--- src/rtl/cpu_pkg.sv ---
// -----------------------------------------------------------------------------
// cpu_pkg
// Definitions shared by the 8-bit CPU control unit:
//   - bit positions of the 16-bit control word (HLT..FI)
//   - opcode enumeration (OP_NOP..OP_HLT)
//   - T-state type
//   - the two fetch-cycle control words, common to every instruction
//   - cbit(): one-hot mask for a control bit, so microcode reads as OR-ed names
// -----------------------------------------------------------------------------
package cpu_pkg;

   // Control word bit positions
   localparam int unsigned CB_HLT = 15; // halt clock
   localparam int unsigned CB_MI  = 14; // memory address register in
   localparam int unsigned CB_RI  = 13; // RAM in
   localparam int unsigned CB_RO  = 12; // RAM out
   localparam int unsigned CB_IO  = 11; // instruction register out
   localparam int unsigned CB_II  = 10; // instruction register in
   localparam int unsigned CB_AI  = 9;  // A register in
   localparam int unsigned CB_AO  = 8;  // A register out
   localparam int unsigned CB_EO  = 7;  // ALU out
   localparam int unsigned CB_SU  = 6;  // ALU subtract
   localparam int unsigned CB_BI  = 5;  // B register in
   localparam int unsigned CB_OI  = 4;  // output register in
   localparam int unsigned CB_CE  = 3;  // program counter enable
   localparam int unsigned CB_CO  = 2;  // program counter out
   localparam int unsigned CB_J   = 1;  // jump (program counter load)
   localparam int unsigned CB_FI  = 0;  // flags register in

   typedef enum logic [3:0] {
      OP_NOP = 4'd0,
      OP_LDA = 4'd1,
      OP_ADD = 4'd2,
      OP_SUB = 4'd3,
      OP_STA = 4'd4,
      OP_LDI = 4'd5,
      OP_JMP = 4'd6,
      OP_JC  = 4'd7,
      OP_JZ  = 4'd8,
      OP_OUT = 4'd14,
      OP_HLT = 4'd15
   } opcode_e;

   typedef logic [2:0] tstate_t;

   // Fetch words: T0 = CO|MI, T1 = RO|II|CE
   localparam logic [15:0] CW_FETCH_ADDR  = 16'h4004;
   localparam logic [15:0] CW_FETCH_INSTR = 16'h1408;

   function automatic logic [15:0] cbit(input int unsigned idx);
      return 16'(1) << idx;
   endfunction

endpackage

--- src/rtl/microcode_rom.sv ---
// -----------------------------------------------------------------------------
// microcode_rom
// Purely combinational microcode table: control word and last-step flag for the
// current opcode / T-state / flags.
// Ports:
//   opcode    in  4   instruction register upper nibble
//   t_state   in  3   current step 0..4
//   flag_c    in  1   carry flag (JC)
//   flag_z    in  1   zero flag (JZ)
//   ctrl_word out 16  control word for this step
//   last_step out 1   this step is the final step of the instruction
// -----------------------------------------------------------------------------
module microcode_rom
   import cpu_pkg::*;
#(
   parameter bit          EARLY_END = 1'b1,
   parameter int unsigned NUM_STEPS = 5
) (
   input  logic [3:0]  opcode,
   input  tstate_t     t_state,
   input  logic        flag_c,
   input  logic        flag_z,
   output logic [15:0] ctrl_word,
   output logic        last_step
);

   localparam tstate_t FINAL_STEP = tstate_t'(NUM_STEPS - 1);

   // Step on which the instruction ends when early termination is enabled.
   tstate_t end_step;

   always_comb begin
      ctrl_word = '0;
      end_step  = 3'd2;

      // Opcode-dependent length; the shortest instruction still ends at T2
      // because the opcode only becomes valid there.
      case (opcode)
         OP_LDA, OP_STA: end_step = 3'd3;
         OP_ADD, OP_SUB: end_step = 3'd4;
         default:        end_step = 3'd2;
      endcase

      case (t_state)
         3'd0: ctrl_word = CW_FETCH_ADDR;
         3'd1: ctrl_word = CW_FETCH_INSTR;
         3'd2: begin
            case (opcode)
               OP_LDA, OP_ADD, OP_SUB, OP_STA:
                  ctrl_word = cbit(CB_IO) | cbit(CB_MI);
               OP_LDI: ctrl_word = cbit(CB_IO) | cbit(CB_AI);
               OP_JMP: ctrl_word = cbit(CB_IO) | cbit(CB_J);
               OP_JC:  ctrl_word = flag_c ? (cbit(CB_IO) | cbit(CB_J)) : '0;
               OP_JZ:  ctrl_word = flag_z ? (cbit(CB_IO) | cbit(CB_J)) : '0;
               OP_OUT: ctrl_word = cbit(CB_AO) | cbit(CB_OI);
               OP_HLT: ctrl_word = cbit(CB_HLT);
               default: ctrl_word = '0;
            endcase
         end
         3'd3: begin
            case (opcode)
               OP_LDA:         ctrl_word = cbit(CB_RO) | cbit(CB_AI);
               OP_ADD, OP_SUB: ctrl_word = cbit(CB_RO) | cbit(CB_BI);
               OP_STA:         ctrl_word = cbit(CB_RI) | cbit(CB_AO);
               default:        ctrl_word = '0;
            endcase
         end
         3'd4: begin
            case (opcode)
               OP_ADD:  ctrl_word = cbit(CB_EO) | cbit(CB_AI) | cbit(CB_FI);
               OP_SUB:  ctrl_word = cbit(CB_EO) | cbit(CB_SU) | cbit(CB_AI)
                                    | cbit(CB_FI);
               default: ctrl_word = '0;
            endcase
         end
         default: ctrl_word = '0;
      endcase
   end

   assign last_step = EARLY_END ? (t_state == end_step) : (t_state == FINAL_STEP);

endmodule

--- src/rtl/control_sequencer.sv ---
// -----------------------------------------------------------------------------
// control_sequencer
// Microcode control unit: T-state counter advanced by step_en, halt latch and
// reset gating around the combinational microcode ROM.
// Ports:
//   clk       in  1   system clock
//   rst       in  1   synchronous active-high reset (priority over step_en)
//   step_en   in  1   advance one T-state strobe
//   opcode    in  4   instruction register upper nibble
//   flag_c    in  1   carry flag
//   flag_z    in  1   zero flag
//   ctrl_word out 16  control word (0 while rst, 0x8000 while halted)
//   t_state   out 3   current step
//   halted    out 1   HLT has executed
//   instr_end out 1   current step is the instruction's last
// -----------------------------------------------------------------------------
module control_sequencer
   import cpu_pkg::*;
#(
   parameter bit          EARLY_END = 1'b1,
   parameter int unsigned NUM_STEPS = 5
) (
   input  logic        clk,
   input  logic        rst,
   input  logic        step_en,
   input  logic [3:0]  opcode,
   input  logic        flag_c,
   input  logic        flag_z,
   output logic [15:0] ctrl_word,
   output logic [2:0]  t_state,
   output logic        halted,
   output logic        instr_end
);

   tstate_t     t_state_q, t_state_d;
   logic        halted_q, halted_d;
   logic [15:0] rom_word;
   logic        rom_last;

   microcode_rom #(
      .EARLY_END (EARLY_END),
      .NUM_STEPS (NUM_STEPS)
   ) u_rom (
      .opcode    (opcode),
      .t_state   (t_state_q),
      .flag_c    (flag_c),
      .flag_z    (flag_z),
      .ctrl_word (rom_word),
      .last_step (rom_last)
   );

   always_comb begin
      t_state_d = t_state_q;
      halted_d  = halted_q;
      if (step_en && !halted_q) begin
         // HLT parks the counter at T2; it is checked before last_step so it
         // also halts when every instruction runs the full five steps.
         if (t_state_q == 3'd2 && opcode == OP_HLT) begin
            halted_d = 1'b1;
         end else if (rom_last) begin
            t_state_d = '0;
         end else begin
            t_state_d = t_state_q + 3'd1;
         end
      end
   end

   always_ff @(posedge clk) begin
      if (rst) begin
         t_state_q <= '0;
         halted_q  <= 1'b0;
      end else begin
         t_state_q <= t_state_d;
         halted_q  <= halted_d;
      end
   end

   // rst gates the live outputs immediately so the datapath sees no enables
   // during the reset cycle itself.
   assign ctrl_word = rst      ? 16'h0000 :
                      halted_q ? cbit(CB_HLT) : rom_word;
   assign instr_end = !rst && !halted_q && rom_last;
   assign t_state   = t_state_q;
   assign halted    = halted_q;

endmodule

--- config.mk ---
export PLATFORM = sky130hd
export DESIGN_NAME = control_sequencer
export DESIGN_NICKNAME = d
export VERILOG_FILES = /design/src/rtl/cpu_pkg.sv /design/src/rtl/microcode_rom.sv /design/src/rtl/control_sequencer.sv
export SDC_FILE = /design/constraint.sdc
export NUM_CORES = 1
export LEC_CHECK = 0
export CAP_MARGIN = 20
export CELL_PAD_IN_SITES_DETAIL_PLACEMENT = 1
export CELL_PAD_IN_SITES_GLOBAL_PLACEMENT = 1
export CORE_UTILIZATION = 29
export CTS_CLUSTER_DIAMETER = 80
export CTS_CLUSTER_SIZE = 8
export DETAILED_ROUTE_END_ITERATION = 8
export GPL_ROUTABILITY_DRIVEN = 1
export MAX_ROUTING_LAYER = met4
export PLACE_DENSITY_LB_ADDON = 0.1
export SLEW_MARGIN = 20
export SYNTH_ARGS = -nofsm -noshare
export SYNTH_HDL_FRONTEND = slang
export SYNTH_SLANG_ARGS = --single-unit
--- constraint.sdc ---
create_clock -name clk -period 4 [get_ports clk]
set_input_delay 0.8 -clock clk [delete_from_list [all_inputs] [get_ports clk]]
set_output_delay 0.8 -clock clk [all_outputs]
set_load 0.01 [all_outputs]
==> results.yml, run 1 <==
run_status:
  status: "complete, no violations"
global_routing:
  grt_max_degree: 11
  grtUsageTotal_pct: 18.18
  grt_pass1_wl_um: 2842
  overflow: 0
  antenna_found_initial: 0
  grt_pass1_vias: 617
logic_synthesis:
  syn_inst: 82
  synth_edf_count: 0
  avgSynthCellArea_sq_um: 7.507
  yosysTopAreaCell: "dfxtp_1"
  synthDistinctLibCells: 33
  yosys-top-cells-area: "dfxtp_1 13%, ha_1 10%, nor2_1 5.5%"
  async_flop_share_pct: 0
  yosysWarnings: 0
  ys_seq_area_share_pct: 13.01
  synthesis.nets: 96
  syn-cell-area_sq_um: 615.6
  synth-seq-cells: 4
  synth-main-ff-cell: "dfxtp_1"
  synth_top_area_share_pct: 13.01
sta:
  slew_violations: 0
  slew_headroom_pct: 71.17
  hold_viol_final: 0
  period_share_pct: 93.03
  rsz0062_at_grt: "false"
  min_period_ns: 3.721
  max_freq_mhz: 268.7
  clock_skew_ns: 0.001350
  finalSetupViolCount: 0
  holdWs_ns: 0.5631
  worstMarginPinSlew_ns: 0.4314
  setup_tns_ns: 0
cells_and_area:
  syn_to_final_growth_pct: 46.34
  multiInputGateArea_sq_um: 444.2
  num-fill-cells: 249
  diodes: 0
  final_cell_mix: "29 x clkdlybuf4s50_1, 9 x nor2_1, 6 x inv_1"
  seq_area_sq_um: 80.08
  drive_gt1_share_pct: 10.19
  layout.nets: 124
  mostFrequentLayoutCell: "clkdlybuf4s50_1"
routing:
  final_antenna_net_count: 0
  wire_per_inst_um: 13.39
  firstDrtPassIters: 4
  drt_iter0_drc: 14
  drt_drc_violations_left: 0
  vias_per_cell: 5.193
  vias: 701
  routed_wl_um: 1807
setup_path:
  arrival_ns: 2.92
  cp-start-kind: "input pin"
  end_kind: "primary output"
  cp.required_ns: 3.20
  worstSetupPathType: "in -> out"
  cp_max_fo: 10
floorplanning:
  die_w_um: 48.08
  core-area_sq_um: 1982
  num_io_pins: 30
  die_y_um: 48.08
  start_util_pct: 31.06
  die-area_sq_um: 2311
  rows: 16
pwr:
  combPwrFrac_pct: 43.0
  ir_drop_mv: 0.1893
  switching_power_mw: 0.05398
  p_int_mw: 0.1124
  powerDensity_nw_per_um2: 184.7
  power.leakage_nw: 0.3333
  pwr-share-clk_pct: 29.4
  netSwitchingFraction_pct: 32.45
  p_seq_share_pct: 27.6
place:
  hpwl_um: 1463
  gp_congestion: 0.7608
  port_buffers: 29
min_path:
  hp-class: "reg -> reg"
clock_network:
  cts_buffer_depth: 2
  clk_transition_reported_paths_ns: 0.04
  clk_latency_ns: 0.23
  cts_num_sinks: 4
  cts_tree: "yes"
  cts_hold_repair.buffers: 0
  cts_made_buffers: 3
  cts_resized: 0
  h-tree-depth: 1
  cts_root_buffer: "clkbuf_4"
  post-cts-setup-buffers: 0
flow_run:
  drv_cap: 0
logic make-up (layout without fill, tap and decap cells):
logic type | Yosys count | count (layout) | synth area share (%)
simple gates | 40 | 40 | 37.40
compound gates | 18 | 18 | 21.75
buf+inv | 13 | 39 | 14.83
fa+ha+maj | 5 | 5 | 10.16
flops | 4 | 4 | 13.01
xor+xnor | 2 | 2 | 2.846
power by group through the flow:
stage	Clock, mW	Sequential, mW	Combinational (mW)
2_1_floorplan	0	0.0464	0.0432
3_3_place_gp	0	0.0467	0.0710
3_5_place_dp	0	0.0468	0.0716
4_1_cts	0.0512	0.0461	0.0719
5_1_grt	0.0519	0.0467	0.0802
6_report	0.0489	0.0460	0.0715
final cells by class:
class                   instances  share of cell area [%]
well taps                      27                   3.750
flip-flops and latches          4                   8.889
multi-input cells              65                   49.31
clock buffers                   3                   2.500
repair buffers                 30                   33.06
inverters                       6                   2.500
critical path, stage by stage:
cell and delay, ns:
clkdlybuf4s50_1 0.56, nor2_1 0.32, nand3_1 0.13, a2111oi_1 0.49, clkdlybuf4s50_1 0.62
state kept, by name (all words and copies together), names as in the netlist:
signal   flops
t_state      3
halted       1
routing by layer:
layer  GRT usage [%]  vias to the layer above  part of all wire [%]
met5               -                        -                     0
met4           3.333                        0                  0.77
met3           3.396                        2                   4.3
met2           25.68                       23                    42
met1           26.67                      327                    52
li1                -                      349                     -
final timing paths:
path,slack [ns],end,cells after the start,from
worst max-delay path,0.28,ctrl_word[11],5,opcode[1]
worst min-delay path,0.56,halted,1,halted
worst max register to register,2.27,t_state[1],6,t_state[0]
worst min register to register,0.56,halted,1,halted
Yosys cell counts, types with 2 or more instances:
library cell	instances
a21oi_1	5
a31oi_1	3
a32o_1	3
and2_1	2
and3_1	5
buf_4	2
buf_6	3
dfxtp_1	4
ha_1	5
inv_1	6
nand2_1	3
nand3_1	4
nand4_1	3
nor2_1	9
nor3_1	2
o31ai_1	2
or2_2	3
or2b_1	2
xnor2_1	2
through the flow:
| stage | area [sq um] | power [mW] | util (%) | setup WS [ns] | instances |
|---|---|---|---|---|---|
| floorplan | 615.6 | 0.08966 | - | 1.382 | 82 |
| global placement | 878.3 | 0.1178 | 44.32 | 0.4000 | 132 |
| detailed placement | 878.3 | 0.1184 | 44.32 | 0.3138 | 132 |
| CTS | 900.9 | 0.1692 | 45.45 | 0.3145 | 135 |
| global route | 900.9 | 0.1787 | 45.45 | 0.1765 | 135 |
| finish | 900.9 | 0.1664 | 45.45 | 0.2788 | 135 |
(Power assumes the default switching activity.)
==> run 2: changes to the inputs <==
CORE_MARGIN = 4   (was not set)
==> results.yml, run 2 (synthesis gave the netlist of run 1 again) <==
pwr:
  power_mw: 0.1658
  combPwrFrac_pct: 43.3
  switching_power_mw: 0.05342
  ir_drop_mv: 0.1940
  powerDensity_nw_per_um2: 184.0
  p_seq_share_pct: 27.8
  p_int_mw: 0.1124
  pwr-share-clk_pct: 28.9
  power.leakage_nw: 0.3333
  netSwitchingFraction_pct: 32.22
global_routing:
  antenna_found_initial: 0
  overflow: 0
  grt_max_degree: 11
  grt_pass1_wl_um: 2987
  grtUsageTotal_pct: 14.44
  grt_pass1_vias: 694
routing:
  routed_wl_um: 1913
  drt_iter0_drc: 3
  wire_per_inst_um: 14.17
  final_antenna_net_count: 0
  vias_per_cell: 5.104
  vias: 689
  firstDrtPassIters: 2
  drt_drc_violations_left: 0
cells_and_area:
  seq_area_sq_um: 80.08
  syn_to_final_growth_pct: 46.34
  layout.nets: 124
  diodes: 0
  num-fill-cells: 269
  final_cell_mix: "29 x clkdlybuf4s50_1, 9 x nor2_1, 6 x inv_1"
  drive_gt1_share_pct: 10.19
  mostFrequentLayoutCell: "clkdlybuf4s50_1"
  multiInputGateArea_sq_um: 444.2
  largest_reg_flops: 3
  finalInstanceArea_sq_um: 900.9
sta:
  holdWs_ns: 0.5535
  max_freq_mhz: 278.3
  min_period_ns: 3.593
  hold_viol_final: 0
  slew_violations: 0
  period_share_pct: 89.82
  slew_headroom_pct: 75.11
  setup_tns_ns: 0
  clock_skew_ns: 0.003460
  finalSetupViolCount: 0
  worstMarginPinSlew_ns: 0.3721
  layout_setup_ws_ns: 0.4072
  rsz0062_at_grt: "false"
place:
  hpwl_um: 1571
  port_buffers: 29
  placed_area_sq_um: 878.3
  gp_congestion: 0.7943
  dp_slack_ns: 0.3658
setup_path:
  worstSetupPathType: "in -> out"
  cp.required_ns: 3.20
  arrival_ns: 2.79
  cp_max_fo: 9
  end_kind: "primary output"
  cp-start-kind: "input pin"
run_status:
  status: "complete, no violations"
floorplanning:
  die-area_sq_um: 2924
  die_y_um: 54.08
  num_io_pins: 30
  rows: 16
  die_w_um: 54.08
  core-area_sq_um: 1982
  start_util_pct: 31.06
min_path:
  hp-class: "reg -> reg"
flow_run:
  drv_cap: 0
clock_network:
  cts_root_buffer: "clkbuf_4"
  cts_num_sinks: 4
  clk_latency_ns: 0.23
  cts_buffer_depth: 2
  cts_made_buffers: 3
  cts_hold_repair.buffers: 0
  cts_resized: 0
  clk_transition_reported_paths_ns: 0.04
  cts_tree: "yes"
  h-tree-depth: 1
  post-cts-setup-buffers: 0
==> run 2: cell counts in the layout (fill, tap and decap cells not counted) <==
No cell type changed its count.
==> run 2: layer usage <==
metal  vias to the layer above  routed length (um)  track usage (%)
met5                         -                   0                -
met4                         0                   0            2.490
met3                         0                 109            4.155
met2                        19                 890            24.19
met1                       323                 914            17.29
li1                        347                   -                -
==> run 2: final timing paths <==
path | from | to | slack, ns | cells after the start
worst max-delay path | opcode[2] | ctrl_word[15] | 0.41 | 5
worst min register to register | halted | halted | 0.55 | 1
worst max register to register | t_state[0] | t_state[0] | 2.25 | 6
worst min-delay path | halted | halted | 0.55 | 1
==> run 2: worst max-delay path: stages <==
cell and delay [ns]:
clkdlybuf4s50_1 0.69, and3b_2 0.26, nand4_1 0.21, a21oi_1 0.26, clkdlybuf4s50_1 0.56
==> run 2: per-stage QoR <==
| stage | instances | util, % |
|---|---|---|
| after floorplan | 82 | - |
| after global placement | 132 | 44.32 |
| after detailed placement | 132 | 44.32 |
| after CTS | 135 | 45.45 |
| after global routing | 135 | 45.45 |
| final | 135 | 45.45 |
==> run 2: cell type report <==
cell class                      count  area share (%)
Tap cell                           27           3.750
Sequential cell                     4           8.889
Clock buffer                        3           2.500
Inverter                            6           2.500
Timing Repair Buffer               30           33.06
Multi-Input combinational cell     65           49.31
==> run 2: power groups by stage <==
stage               clock [mW]  sequential (mW)  combinational, mW
floorplan                    0           0.0464             0.0432
global placement             0           0.0468             0.0712
detailed placement           0           0.0468             0.0723
CTS                     0.0501           0.0461             0.0726
global route            0.0545           0.0467             0.0789
finish                  0.0479           0.0461             0.0718
